### src/rtl/lsu_pkg.sv
// lsu_pkg: shared funct3 codes, FSM state type and word geometry for the LSU
package lsu_pkg;
  localparam logic [2:0] F3_B  = 3'b000;
  localparam logic [2:0] F3_H  = 3'b001;
  localparam logic [2:0] F3_W  = 3'b010;
  localparam logic [2:0] F3_BU = 3'b100;
  localparam logic [2:0] F3_HU = 3'b101;
  localparam int WORD_BYTES = 4;
  typedef enum logic [2:0] {IDLE, LD, RMW_RD, ST, RESP} lsu_state_t;
endpackage

### src/rtl/lsu_mem_master_if.sv
// lsu_mem_master_if: core request/response and word-memory signals of the LSU
interface lsu_mem_master_if #(parameter int AW = 32);
  logic          req_valid;
  logic          req_ready;
  logic          req_we;
  logic [2:0]    req_funct3;
  logic [AW-1:0] req_addr;
  logic [31:0]   req_wdata;
  logic          resp_valid;
  logic [31:0]   resp_rdata;
  logic          resp_err;
  logic          mem_read;
  logic          mem_write;
  logic [31:0]   mem_addr;
  logic [31:0]   mem_wdata;
  logic [31:0]   mem_rdata;
  modport master (
    input  req_valid, req_we, req_funct3, req_addr, req_wdata, mem_rdata,
    output req_ready, resp_valid, resp_rdata, resp_err, mem_read, mem_write, mem_addr, mem_wdata
  );
  modport slave (
    output req_valid, req_we, req_funct3, req_addr, req_wdata, mem_rdata,
    input  req_ready, resp_valid, resp_rdata, resp_err, mem_read, mem_write, mem_addr, mem_wdata
  );
endinterface

### src/rtl/lsu_lane_align.sv
// lsu_lane_align: byte/half lane extract-with-extend for loads and lane merge for sub-word stores
module lsu_lane_align
  import lsu_pkg::*;
(
  input  logic [31:0] word,
  input  logic [1:0]  lane,
  input  logic [2:0]  funct3,
  input  logic [15:0] wdata,
  output logic [31:0] load_data,
  output logic [31:0] merged
);
  logic [7:0]  b;
  logic [15:0] h;
  logic [31:0] mask;
  logic [31:0] ins;
  always_comb begin
    b = word[{lane, 3'b000} +: 8];
    h = lane[1] ? word[31:16] : word[15:0];
    load_data = funct3 == F3_B  ? {{24{b[7]}}, b} :
                funct3 == F3_BU ? {24'd0, b} :
                funct3 == F3_H  ? {{16{h[15]}}, h} :
                funct3 == F3_HU ? {16'd0, h} : word;
    mask = funct3 == F3_B ? 32'h0000_00FF << {lane, 3'b000} : (lane[1] ? 32'hFFFF_0000 : 32'h0000_FFFF);
    ins  = funct3 == F3_B ? {24'd0, wdata[7:0]} << {lane, 3'b000} : {2{wdata}};
    merged = (word & ~mask) | (ins & mask);
  end
endmodule

### src/rtl/lsu_mem_master.sv
// lsu_mem_master: RV32I load/store initiator over a word-only memory (sub-word via RMW).
// Define LSU_ERR_COUNT_EN to add a saturating 16-bit err_count output.
module lsu_mem_master
  import lsu_pkg::*;
#(
  parameter int DEPTH_WORDS = 64,
  parameter int AW = 32
) (
  input logic clk,
  input logic rst,
  lsu_mem_master_if.master bus
`ifdef LSU_ERR_COUNT_EN
  , output logic [15:0] err_count
`endif
);
  lsu_state_t    state;
  logic          we_q;
  logic [2:0]    f3_q;
  logic [1:0]    lane_q;
  logic [15:0]   wdata_q;
  logic [31:0]   load_data;
  logic [31:0]   merged;
  logic [AW-1:0] idx;
  logic          half;
  logic          err;
  logic          word_st;
  always_comb begin
    idx = bus.req_addr >> $clog2(WORD_BYTES);
    half = bus.req_funct3 == F3_H || bus.req_funct3 == F3_HU;
    word_st = bus.req_we && bus.req_funct3 == F3_W;
    err = (half && bus.req_addr[0]) ||
          (bus.req_funct3 == F3_W && bus.req_addr[1:0] != 2'b00) ||
          idx >= AW'(DEPTH_WORDS) ||
          (bus.req_we ? bus.req_funct3 > F3_W : bus.req_funct3 == 3'b011 || bus.req_funct3[2:1] == 2'b11);
  end
  lsu_lane_align u_align (
    .word(bus.mem_rdata),
    .lane(lane_q),
    .funct3(f3_q),
    .wdata(wdata_q),
    .load_data(load_data),
    .merged(merged)
  );
  // Only the low half of the store data is needed after accept; word stores go straight to mem_wdata.
  always_ff @(posedge clk or posedge rst)
    if (rst) begin
      state <= IDLE;
      we_q <= 1'b0;
      f3_q <= '0;
      lane_q <= '0;
      wdata_q <= '0;
      bus.req_ready <= 1'b1;
      bus.resp_valid <= 1'b0;
      bus.resp_rdata <= '0;
      bus.resp_err <= 1'b0;
      bus.mem_read <= 1'b0;
      bus.mem_write <= 1'b0;
      bus.mem_addr <= '0;
      bus.mem_wdata <= '0;
    end else
      case (state)
        IDLE: if (bus.req_valid) begin
          we_q <= bus.req_we;
          f3_q <= bus.req_funct3;
          lane_q <= bus.req_addr[1:0];
          wdata_q <= bus.req_wdata[15:0];
          bus.req_ready <= 1'b0;
          bus.resp_err <= err;
          bus.resp_valid <= err;
          bus.resp_rdata <= '0;
          bus.mem_addr <= 32'(idx);
          bus.mem_wdata <= bus.req_wdata;
          bus.mem_read <= !err && !word_st;
          bus.mem_write <= !err && word_st;
          state <= err ? RESP : !bus.req_we ? LD : word_st ? ST : RMW_RD;
        end
        LD, RMW_RD: begin
          bus.mem_read <= 1'b0;
          bus.mem_write <= we_q;
          bus.mem_wdata <= we_q ? merged : bus.mem_wdata;
          bus.resp_rdata <= we_q ? '0 : load_data;
          bus.resp_valid <= !we_q;
          state <= we_q ? ST : RESP;
        end
        ST: begin
          bus.mem_write <= 1'b0;
          bus.resp_valid <= 1'b1;
          state <= RESP;
        end
        RESP: begin
          bus.resp_valid <= 1'b0;
          bus.resp_err <= 1'b0;
          bus.resp_rdata <= '0;
          bus.req_ready <= 1'b1;
          state <= IDLE;
        end
        default: state <= IDLE;
      endcase
`ifdef LSU_ERR_COUNT_EN
  always_ff @(posedge clk or posedge rst)
    if (rst) err_count <= '0;
    else if (state == RESP && bus.resp_err && err_count != 16'hFFFF) err_count <= err_count + 16'd1;
`endif
endmodule

### src/flat_wrapper.sv
// flat-port wrapper written by rule: the top's interface ports become plain ports
module lsu_mem_master_flat import lsu_pkg::*;
#(
  parameter int DEPTH_WORDS = 64,
  parameter int AW = 32
)
  (clk, rst, bus_req_valid, bus_req_we, bus_req_funct3, bus_req_addr, bus_req_wdata, bus_mem_rdata, bus_req_ready, bus_resp_valid, bus_resp_rdata, bus_resp_err, bus_mem_read, bus_mem_write, bus_mem_addr, bus_mem_wdata);
  lsu_mem_master_if #(.AW(AW)) bus_i ();
  input logic clk;
  input logic rst;
  input wire logic [$bits(bus_i.req_valid)-1:0] bus_req_valid;
  input wire logic [$bits(bus_i.req_we)-1:0] bus_req_we;
  input wire logic [$bits(bus_i.req_funct3)-1:0] bus_req_funct3;
  input wire logic [$bits(bus_i.req_addr)-1:0] bus_req_addr;
  input wire logic [$bits(bus_i.req_wdata)-1:0] bus_req_wdata;
  input wire logic [$bits(bus_i.mem_rdata)-1:0] bus_mem_rdata;
  output wire logic [$bits(bus_i.req_ready)-1:0] bus_req_ready;
  output wire logic [$bits(bus_i.resp_valid)-1:0] bus_resp_valid;
  output wire logic [$bits(bus_i.resp_rdata)-1:0] bus_resp_rdata;
  output wire logic [$bits(bus_i.resp_err)-1:0] bus_resp_err;
  output wire logic [$bits(bus_i.mem_read)-1:0] bus_mem_read;
  output wire logic [$bits(bus_i.mem_write)-1:0] bus_mem_write;
  output wire logic [$bits(bus_i.mem_addr)-1:0] bus_mem_addr;
  output wire logic [$bits(bus_i.mem_wdata)-1:0] bus_mem_wdata;
  assign bus_i.req_valid = bus_req_valid;
  assign bus_i.req_we = bus_req_we;
  assign bus_i.req_funct3 = bus_req_funct3;
  assign bus_i.req_addr = bus_req_addr;
  assign bus_i.req_wdata = bus_req_wdata;
  assign bus_i.mem_rdata = bus_mem_rdata;
  assign bus_req_ready = bus_i.req_ready;
  assign bus_resp_valid = bus_i.resp_valid;
  assign bus_resp_rdata = bus_i.resp_rdata;
  assign bus_resp_err = bus_i.resp_err;
  assign bus_mem_read = bus_i.mem_read;
  assign bus_mem_write = bus_i.mem_write;
  assign bus_mem_addr = bus_i.mem_addr;
  assign bus_mem_wdata = bus_i.mem_wdata;
  lsu_mem_master #(.DEPTH_WORDS(DEPTH_WORDS), .AW(AW)) u_core (.clk(clk), .rst(rst), .bus(bus_i));
endmodule
### config.mk
export PLATFORM = sky130hd
export DESIGN_NAME = lsu_mem_master_flat
export DESIGN_NICKNAME = d
export VERILOG_FILES = /design/src/rtl/lsu_pkg.sv /design/src/rtl/lsu_mem_master_if.sv /design/src/rtl/lsu_lane_align.sv /design/src/rtl/lsu_mem_master.sv /design/src/flat_wrapper.sv
export SDC_FILE = /design/constraint.sdc
export NUM_CORES = 1
export LEC_CHECK = 0
export CORE_ASPECT_RATIO = 0.8
export CORE_MARGIN = 4
export CORE_UTILIZATION = 50
export DETAILED_ROUTE_END_ITERATION = 6
export MAX_ROUTING_LAYER = met4
export PLACE_DENSITY = 0.94
export SYNTH_ARGS = -nofsm -noshare
export SYNTH_HDL_FRONTEND = slang
export SYNTH_SLANG_ARGS = --single-unit
### constraint.sdc
create_clock -name clk -period 8.5 [get_ports clk]
set_input_delay 2.55 -clock clk [delete_from_list [all_inputs] [get_ports clk]]
set_output_delay 2.55 -clock clk [all_outputs]
set_load 0.005 [all_outputs]
==> results of run 1 <==
[registers in the layout, summed over array words and instances, names as in the netlist, 2 cells and up]
signal	cells
u_core.bus.mem_addr	30
u_core.bus.mem_wdata	32
u_core.bus.resp_rdata	32
u_core.f3_q	3
u_core.lane_q	2
u_core.state	3
u_core.wdata_q	16
[cells by family after synthesis]
group	after synthesis
DFF	124
AOI/OAI and AO/OA	144
buffers and inverters	59
other	1
and+or+nand+nor	285
xor gates and xnor gates	2
muxes	27
[where the power goes]
group          internal (mW)  total (mW)  leakage, nW  switching, mW
clock                  0.508       0.783        0.298          0.275
sequential             0.645       0.699         1.58         0.0543
combinational          0.189       0.367         2.04          0.178
[through the flow]
stage | setup WS (ns) | util | hold slack, ns
after floorplan | 2.65 | - | 0.446
after global placement | 3.82 | 0.694 | 0.450
after detailed placement | 3.71 | 0.694 | 0.462
after CTS | 4.12 | 0.748 | 0.471
after global routing | 3.95 | 0.748 | 0.474
final | 4.11 | 0.748 | 0.464
[how the worst max path moves through the flow]
stage                        from                   endpoint  slack, ns  cells after the start
finish              bus_req_valid   u_core.bus.mem_wdata[15]       4.11                      7
CTS                 bus_req_valid   u_core.bus.mem_wdata[15]       4.12                      7
global placement    bus_req_valid  u_core.bus.resp_rdata[30]       3.82                      5
floorplan                     rst     u_core.bus.mem_addr[0]       2.65                      1
global route        bus_req_valid   u_core.bus.mem_wdata[15]       3.95                      7
detailed placement  bus_req_valid   u_core.bus.mem_wdata[15]       3.71                      7
[layout by cell type, fill, tap and decap left out, drive strengths merged, types with 12 or more instances in the layout]
| cell type | netlist | layout |
|---|---|---|
| clkdlybuf4s50 | 0 | 201 |
| nand2 | 181 | 181 |
| dfrtp | 123 | 123 |
| nand3 | 30 | 30 |
| a21oi | 24 | 24 |
| mux2i | 19 | 19 |
| clkbuf | 24 | 19 |
| or3 | 18 | 18 |
| nor2 | 17 | 17 |
| a221o | 17 | 17 |
| o211ai | 16 | 16 |
| o21ai | 14 | 14 |
| o2bb2ai | 13 | 13 |
| inv | 10 | 12 |
[area by class of cell]
type,instances,area (sq um),share of cell area
diodes,1,2.50,0.000284
clock inverters,13,189,0.0214
repair buffers,207,2060,0.233
clock buffers,19,453,0.0514
well taps,148,185,0.0210
multi-input cells,460,2790,0.316
flip-flops and latches,124,3100,0.352
inverters,10,40.0,0.00454
[worst max-delay path: stages]
cell             delay (ns)
clkdlybuf4s50_1        0.54
nor4b_4                0.22
buf_4                  0.65
a21oi_2                0.04
buf_4                  0.27
a22oi_1                0.18
o21ai_0                0.14
[per-layer routing]
layer,vias up,part of all wire,wire length (um)
met5,-,0,0
met4,0,0.030,639
met3,66,0.10,2190
met2,407,0.47,10000
met1,2959,0.40,8410
li1,2664,-,-
[synthesized netlist by cell type, types with 11 or more instances]
cell / number / area share
buf_2: 15 / 0.012
nand2_1: 180 / 0.11
o21ai_0: 14 / 0.011
mux2i_1: 19 / 0.031
o211ai_1: 16 / 0.020
o2bb2ai_1: 13 / 0.019
or3_1: 18 / 0.018
a221o_1: 11 / 0.018
a21oi_1: 23 / 0.019
dfrtp_1: 123 / 0.50
clkbuf_1: 24 / 0.015
nand3_1: 30 / 0.024
nor2_1: 17 / 0.010
==> flow_summary.json, run 1 <==
{
  "status": "complete, but fails checks",
  "violations": "DRC",
  "powerDensity_mw_per_mm2": 210,
  "drt_iter0_markers": 834,
  "grt_pass1_vias": 5964,
  "area_growth_pct": 43.5,
  "cp.required_ns": 8.72,
  "hold_viol": 0,
  "place_area_sq_mm": 0.00817,
  "peakVddDrop_v": 0.000153,
  "crit_type": "primary input to flop",
  "wl_per_cell_um": 21.6,
  "grt_usage": 0.310,
  "place.gp.congestion": 0.901,
  "met1_usage": 0.402,
  "period_share": 0.517,
  "crit_path_end_kind": "flop",
  "synth_seq_area_share": 0.505,
  "final_max_slew_viol_count": 0,
  "die_w_um": 132,
  "synth-xor-area-share": 0.00285,
  "cp.arrival_ns": 4.61,
  "ys_warn_count": 0,
  "ant_nets": 0,
  "reg2reg_to": "u_core.bus.resp_rdata[25]",
  "grt_max_degree": 77,
  "antenna_found_initial": 0,
  "use_met2": 0.470,
  "row_count": 35,
  "skew_ns": 0.00617,
  "rr_worst_depth": 4,
  "stdcell_count": 982,
  "cts_num_sinks": 124,
  "synthesis.area_sq_mm": 0.00614,
  "postCtsSetupRepairBufs": 0,
  "fill_cells": 769,
  "min_period_ns": 4.39,
  "placeableCoreArea_sq_mm": 0.0118,
  "met3_usage": 0.0905,
  "ys_seq_elements": 124,
  "drive_gt1_frac": 0.0744,
  "ys.flop_type": "dfrtp_1",
  "routed_wl_um": 21300,
  "clockBufferDepth": 2,
  "cts_tree": "built",
  "ff2ff_setup_slack_ns": 5.86,
  "vias": 6096,
  "hold_path_end": "u_core.bus.req_ready",
  "clk_latency_ns": 0.41,
  "synth_top_family_by_area": "simple AND/OR/NAND/NOR gates",
  "setup_viol": 0,
  "total_power_mw": 1.85,
  "design.die.area_sq_mm": 0.0141,
  "root_buffer": "clkbuf_16",
  "dp.final_hpwl_um": 15000,
  "startpoint_type": "primary input",
  "nets": 923,
  "cts_max_level": 4,
  "ios": 204,
  "synthesis.instances": 642,
  "yosysUniqueCellTypes": 61,
  "hold_buffers": 0,
  "slew-limit-headroom": 0.176,
  "numCtsBuffers": 17,
  "initial_core_util": 0.522,
  "drc": 1,
  "min_from": "u_core.bus.req_ready",
  "synth_mux_area_frac": 0.0603,
  "cts_resized": 0,
  "p_leak_nw": 3.91,
  "avgSynthCellArea_sq_um": 9.57,
  "io_buffers": 201,
  "dr.pass1.iters": 7,
  "grt_pass1_wl_um": 33300,
  "grt_overflow_total": 0,
  "synth_edf_count": 0,
  "via_per_inst": 6.21,
  "clk_pin_slew_worst_paths_ns": 0.06,
  "grt_setup_unrepaired": "no",
  "min_path_cells": 2,
  "die_h_um": 107,
  "crit-reg2reg-launch": "u_core.state[0]",
  "synth-adder-area-share": 0,
  "synth_compound_area_frac": 0.179,
  "cp_max_fo": 76,
  "worst_slew_pin_slew_ns": 1.23,
  "finish.instance_area_sq_mm": 0.00882,
  "fin_tns_setup_ns": 0,
  "max-cap-violations": 0,
  "dp.cells": 949,
  "hold_class": "flop to flop",
  "synthArstFlopShare": 1.00,
  "grt_busiest_layer": "met2",
  "timing.fmax_ghz": 0.228,
  "yosys.area_share.simple": 0.208
}
Power figures use the tool's default switching activity.
==> inputs of run 2 (changes only) <==
Settings changed: CORE_UTILIZATION 50 to 46, PLACE_DENSITY 0.94 to 0.88.
Clock period 8.5 ns to 4.1 ns, I/O delays scaled along.
==> run 2 against run 1 <==
The run now ends clean. Design area grew 0.21%. Via count shrank 2.7%. Hold slack gained 0.0045 ns. Combinational power grew 110%. Clock-buffer cell count is the same. Critical endpoint is now u_core.bus.resp_rdata[25]. Highest routed layer unchanged.
==> flow_summary.json, run 2 (synthesis results as in run 1) <==
{
  "critical-path-max-stage-delay_ns": 0.58,
  "layout_commonest_cell": "clkdlybuf4s50_1",
  "stdcell_count": 1012,
  "initial_core_util": 0.474,
  "hold_class": "flop to flop",
  "cts_resized": 0,
  "dp_slack_ns": 0.778,
  "setup_viol": 0,
  "startpoint_type": "primary input",
  "cp.arrival_ns": 3.21,
  "die_h_um": 111,
  "grt_setup_unrepaired": "no",
  "worst_slew_pin_slew_ns": 1.07,
  "drc": 0,
  "dp.final_hpwl_um": 14500,
  "design.die.area_sq_mm": 0.0153,
  "status": "complete, no violations",
  "dr.pass1.iters": 5,
  "hold_buffers": 0,
  "numCtsBuffers": 17,
  "layout_common_cells": "clkdlybuf4s50_1 (201), nand2_1 (179), dfrtp_1 (123), nand3_1 (30), a21oi_1 (22)",
  "cp_slowest_cell": "a221o_2",
  "cp_max_fo": 29,
  "nets": 927,
  "via_per_inst": 5.86,
  "slew-limit-headroom": 0.283,
  "reg.largest.list": "u_core.bus.mem_wdata x32, u_core.bus.resp_rdata x32, u_core.bus.mem_addr x30",
  "clockBufferDepth": 2,
  "grt_usage": 0.279,
  "area_growth_pct": 43.8,
  "vias": 5931,
  "cts_max_level": 4,
  "powerDensity_mw_per_mm2": 411,
  "routed_wl_um": 20400,
  "drt_iter0_markers": 638,
  "final_max_slew_viol_count": 0,
  "postLayoutSetupSlackWorst_ns": 1.18,
  "place.gp.congestion": 0.953,
  "fin_tns_setup_ns": 0,
  "peakVddDrop_v": 0.000281,
  "cts_num_sinks": 124,
  "p_leak_nw": 3.91,
  "timing.fmax_ghz": 0.342,
  "root_buffer": "clkbuf_16",
  "skew_ns": 0.00720,
  "grt_pass1_wl_um": 32100,
  "postCtsSetupRepairBufs": 0,
  "rr_worst_depth": 4,
  "ff2ff_setup_slack_ns": 1.54,
  "io_buffers": 201,
  "finish.instance_area_sq_mm": 0.00884,
  "die_w_um": 137,
  "wl_per_cell_um": 20.2,
  "max-cap-violations": 0,
  "ios": 204,
  "period_share": 0.713,
  "num_antenna_cells": 0,
  "min_path_cells": 2,
  "antenna_found_initial": 0,
  "crit_type": "primary input to flop",
  "cts_tree": "built",
  "drive_gt1_frac": 0.0800,
  "clk_latency_ns": 0.41,
  "grt_max_degree": 76,
  "cp.required_ns": 4.39,
  "min_period_ns": 2.92,
  "place_area_sq_mm": 0.00827,
  "placeableCoreArea_sq_mm": 0.0130,
  "clk_pin_slew_worst_paths_ns": 0.05,
  "grt_pass1_vias": 5993,
  "row_count": 37,
  "hold_viol": 0,
  "crit_path_end_kind": "flop",
  "ant_nets": 0,
  "grt_overflow_total": 0,
  "dp.cells": 980,
  "path_cells": "clkdlybuf4s50_1, nor2_1, mux2i_1, nand2_1, a221o_2"
}
run 2: cell count changes in the layout (fill, tap and decap cells not counted), moves of 2 or more:
| cell | change |
|---|---|
| buf_4 | +2 |
| buf_12 | +2 |
| bufinv_16 | -3 |
| clkinv_2 | +2 |
run 2: layout make-up:
class,instances,area [sq um]
Timing Repair Buffer,211,2110
Fill cell,1003,4130
Multi-Input combinational cell,460,2790
Clock buffer,19,453
Tap cell,175,219
Inverter,10,41.3
Clock inverter,13,118
Sequential cell,124,3100
run 2: layer usage:
layer	share of wire	global-route usage	wire length [um]
met1	0.41	0.378	8410
met5	0	-	0
met2	0.45	0.399	9210
met3	0.11	0.0732	2150
met4	0.032	0.116	660
run 2: stage by stage:
| step | utilization | power [mW] | hold slack [ns] |
|---|---|---|---|
| final | 0.682 | 3.63 | 0.469 |
| after global routing | 0.682 | 3.78 | 0.497 |
| after CTS | 0.682 | 3.64 | 0.475 |
| after detailed placement | 0.638 | 2.20 | 0.461 |
| after global placement | 0.638 | 2.19 | 0.452 |
| after floorplan | - | 1.80 | 0.446 |
run 2: report_power, final:
| part | switching, mW | internal, mW |
|---|---|---|
| registers | 0.105 | 1.34 |
| logic | 0.359 | 0.397 |
| clock network | 0.568 | 0.867 |
| total | 1.03 | 2.60 |
run 2: worst max-delay path: cells and delay by family:
kind | cells | cell delay [ns]
simple gates | 2 | 0.62
mux | 1 | 0.24
compound gates | 1 | 0.58
buf+inv | 1 | 0.54
run 2: worst paths after layout:
path	from	endpoint
worst min register to register	u_core.bus.mem_addr[20]	u_core.bus.mem_addr[20]
max in group asynchronous	rst	u_core.bus.resp_rdata[15]
worst min-delay path	u_core.bus.mem_addr[20]	u_core.bus.mem_addr[20]
min in group asynchronous	rst	u_core.wdata_q[1]
worst max-delay path	bus_req_valid	u_core.bus.resp_rdata[25]
worst max register to register	u_core.state[0]	u_core.bus.resp_rdata[25]
==> inputs of run 3 (changes only) <==
Settings changed: CORE_UTILIZATION 46 to 42, PLACE_DENSITY 0.88 to 0.85.
Clock period 4.1 ns to 2.6 ns, I/O delays scaled along.
==> run 3 against run 2 <==
Final cell count increased by 5.2%. Hold slack got worse by 0.0097 ns. Design area increased by 5.1%. Clock skew about the same. Wire length increased by 2.9%. Critical path depth unchanged. Critical path type unchanged. Largest power group is now the clock network.
==> flow_summary.json, run 3 (synthesis results as in run 1) <==
{
  "status": "complete, no violations",
  "layout_commonest_cell": "clkdlybuf4s50_1",
  "hold_buffers": 0,
  "post-route-util": 0.649,
  "numCtsBuffers": 17,
  "antenna_found_initial": 0,
  "vias": 6100,
  "grt_busiest_layer": "met2",
  "routed_wl_um": 21000,
  "grt_setup_unrepaired": "no",
  "rr_worst_depth": 4,
  "path_depth": 5,
  "hold_viol": 0,
  "cp.arrival_ns": 2.67,
  "place.gp.congestion": 0.979,
  "min_period_ns": 2.38,
  "crit_end": "u_core.bus.resp_rdata[25]",
  "critical-path-max-stage-delay_ns": 0.49,
  "crit_path_end_kind": "flop",
  "grt_max_degree": 56,
  "die_h_um": 116,
  "reg.largest.list": "u_core.bus.mem_wdata x32, u_core.bus.resp_rdata x32, u_core.bus.mem_addr x30",
  "p_leak_nw": 4.16,
  "powerDensity_mw_per_mm2": 655,
  "via_per_inst": 5.73,
  "grt_usage": 0.262,
  "startpoint_type": "primary input",
  "nets": 970,
  "crit-reg2reg-launch": "u_core.f3_q[0]",
  "wl_per_cell_um": 19.7,
  "cp_top_family": "simple AND/OR/NAND/NOR gates",
  "die_w_um": 143,
  "row_count": 39,
  "clockBufferDepth": 2,
  "grt_overflow_total": 0,
  "met1_usage": 0.363,
  "dp.final_hpwl_um": 15900,
  "startpoint": "bus_mem_rdata[7]",
  "cp.required_ns": 2.89,
  "peakVddDrop_v": 0.000519,
  "reg2reg_to": "u_core.bus.resp_rdata[25]",
  "place_area_sq_mm": 0.00864,
  "min_path_cells": 2,
  "io_buffers": 201,
  "setup_viol": 0,
  "design.die.area_sq_mm": 0.0166,
  "cp_slowest_cell": "clkdlybuf4s50_1",
  "layout_common_cells": "clkdlybuf4s50_1 (201), nand2_1 (179), dfrtp_1 (123), buf_4 (48), nand3_1 (30)",
  "slew-limit-headroom": 0.526,
  "cp_num_buf_inv": 1,
  "met3_usage": 0.0892,
  "hold_class": "flop to flop",
  "cts_max_level": 4,
  "skew_ns": 0.00691,
  "crit_type": "primary input to flop",
  "ff2ff_setup_slack_ns": 0.53,
  "period_share": 0.917,
  "use_met2": 0.366,
  "dr.pass1.iters": 5,
  "drc": 0,
  "clk_pin_slew_worst_paths_ns": 0.06,
  "cts_resized": 0,
  "grt_pass1_vias": 5914,
  "drt_iter0_markers": 619,
  "path_cells": "clkdlybuf4s50_1, or2_1, mux4_2, and3_1, a221o_2",
  "area_growth_pct": 51.1,
  "grt_pass1_wl_um": 32300,
  "ant_nets": 0,
  "worst_slew_pin_slew_ns": 0.709,
  "fill_cells": 1108,
  "placeableCoreArea_sq_mm": 0.0143,
  "cts_tree": "built",
  "postCtsSetupRepairBufs": 0,
  "drive_gt1_frac": 0.125,
  "root_buffer": "clkbuf_16",
  "max-cap-violations": 0,
  "clk_latency_ns": 0.42,
  "cts_num_sinks": 124,
  "timing.fmax_ghz": 0.420,
  "cp_max_fo": 16,
  "finish.instance_area_sq_mm": 0.00928,
  "fin_tns_setup_ns": 0,
  "initial_core_util": 0.430,
  "final_max_slew_viol_count": 0,
  "ios": 204
}
-- run 3: cell count changes in the layout (fill, tap and decap cells not counted) --
cell / delta
bufinv_16: +3
clkinv_4: +1
diode_2: +1
inv_6: -1
clkinv_2: -2
buf_4: +40
buf_12: +3
clkinvlp_4: -1
-- run 3: through the flow --
step / power (mW) / hold WS [ns] / worst slack, ns / std cells
6_report: 6.08 / 0.459 / 0.217 / 1065
5_1_grt: 6.36 / 0.500 / 0.180 / 1064
4_1_cts: 6.11 / 0.468 / 0.252 / 1064
3_5_place_dp: 3.55 / 0.461 / -0.164 / 1032
3_3_place_gp: 3.52 / 0.454 / -0.151 / 1032
2_1_floorplan: 2.83 / 0.446 / 0.296 / 643
-- run 3: worst min-delay path by stage --
stage	startpoint	endpoint	slack (ns)
finish	u_core.bus.req_ready	u_core.bus.req_ready	0.46
detailed placement	u_core.bus.mem_addr[16]	u_core.bus.mem_addr[16]	0.46
global route	u_core.bus.mem_addr[6]	u_core.bus.mem_addr[6]	0.50
CTS	u_core.bus.req_ready	u_core.bus.req_ready	0.47
global placement	u_core.bus.req_ready	u_core.bus.req_ready	0.45
floorplan	u_core.wdata_q[12]	u_core.wdata_q[12]	0.45
-- run 3: layer usage --
metal	vias to the layer above	part of all wire	wire, um
met5	-	0	0
met4	0	0.025	524
met3	53	0.11	2320
met2	358	0.44	9180
met1	2925	0.43	8990
li1	2764	-	-
-- run 3: worst register-to-register path: cells and delay by family, from the launching register on --
| family | cells | cell delay [ns] |
|---|---|---|
| simple gates | 2 | 0.62 |
| flops | 1 | 0.51 |
| mux | 1 | 0.45 |
| compound gates | 1 | 0.37 |
-- run 3: final cells by class --
cell class | instances | area, sq um | area share
sequential | 124 | 3100 | 0.334
antenna | 1 | 2.50 | 0.000270
inverter | 10 | 41.3 | 0.00445
tap | 184 | 230 | 0.0248
timing repair buffer | 254 | 2470 | 0.266
clock buffer | 19 | 453 | 0.0488
multi-input combinational | 460 | 2790 | 0.300
clock inverter | 13 | 190 | 0.0205
-- run 3: power breakdown --
group	leakage [nW]	switching (mW)	internal [mW]	total, mW
Clock	0.302	0.881	1.66	2.54
Sequential	1.58	0.146	2.11	2.26
Combinational	2.28	0.608	0.677	1.29
Total	4.16	1.64	4.45	6.08
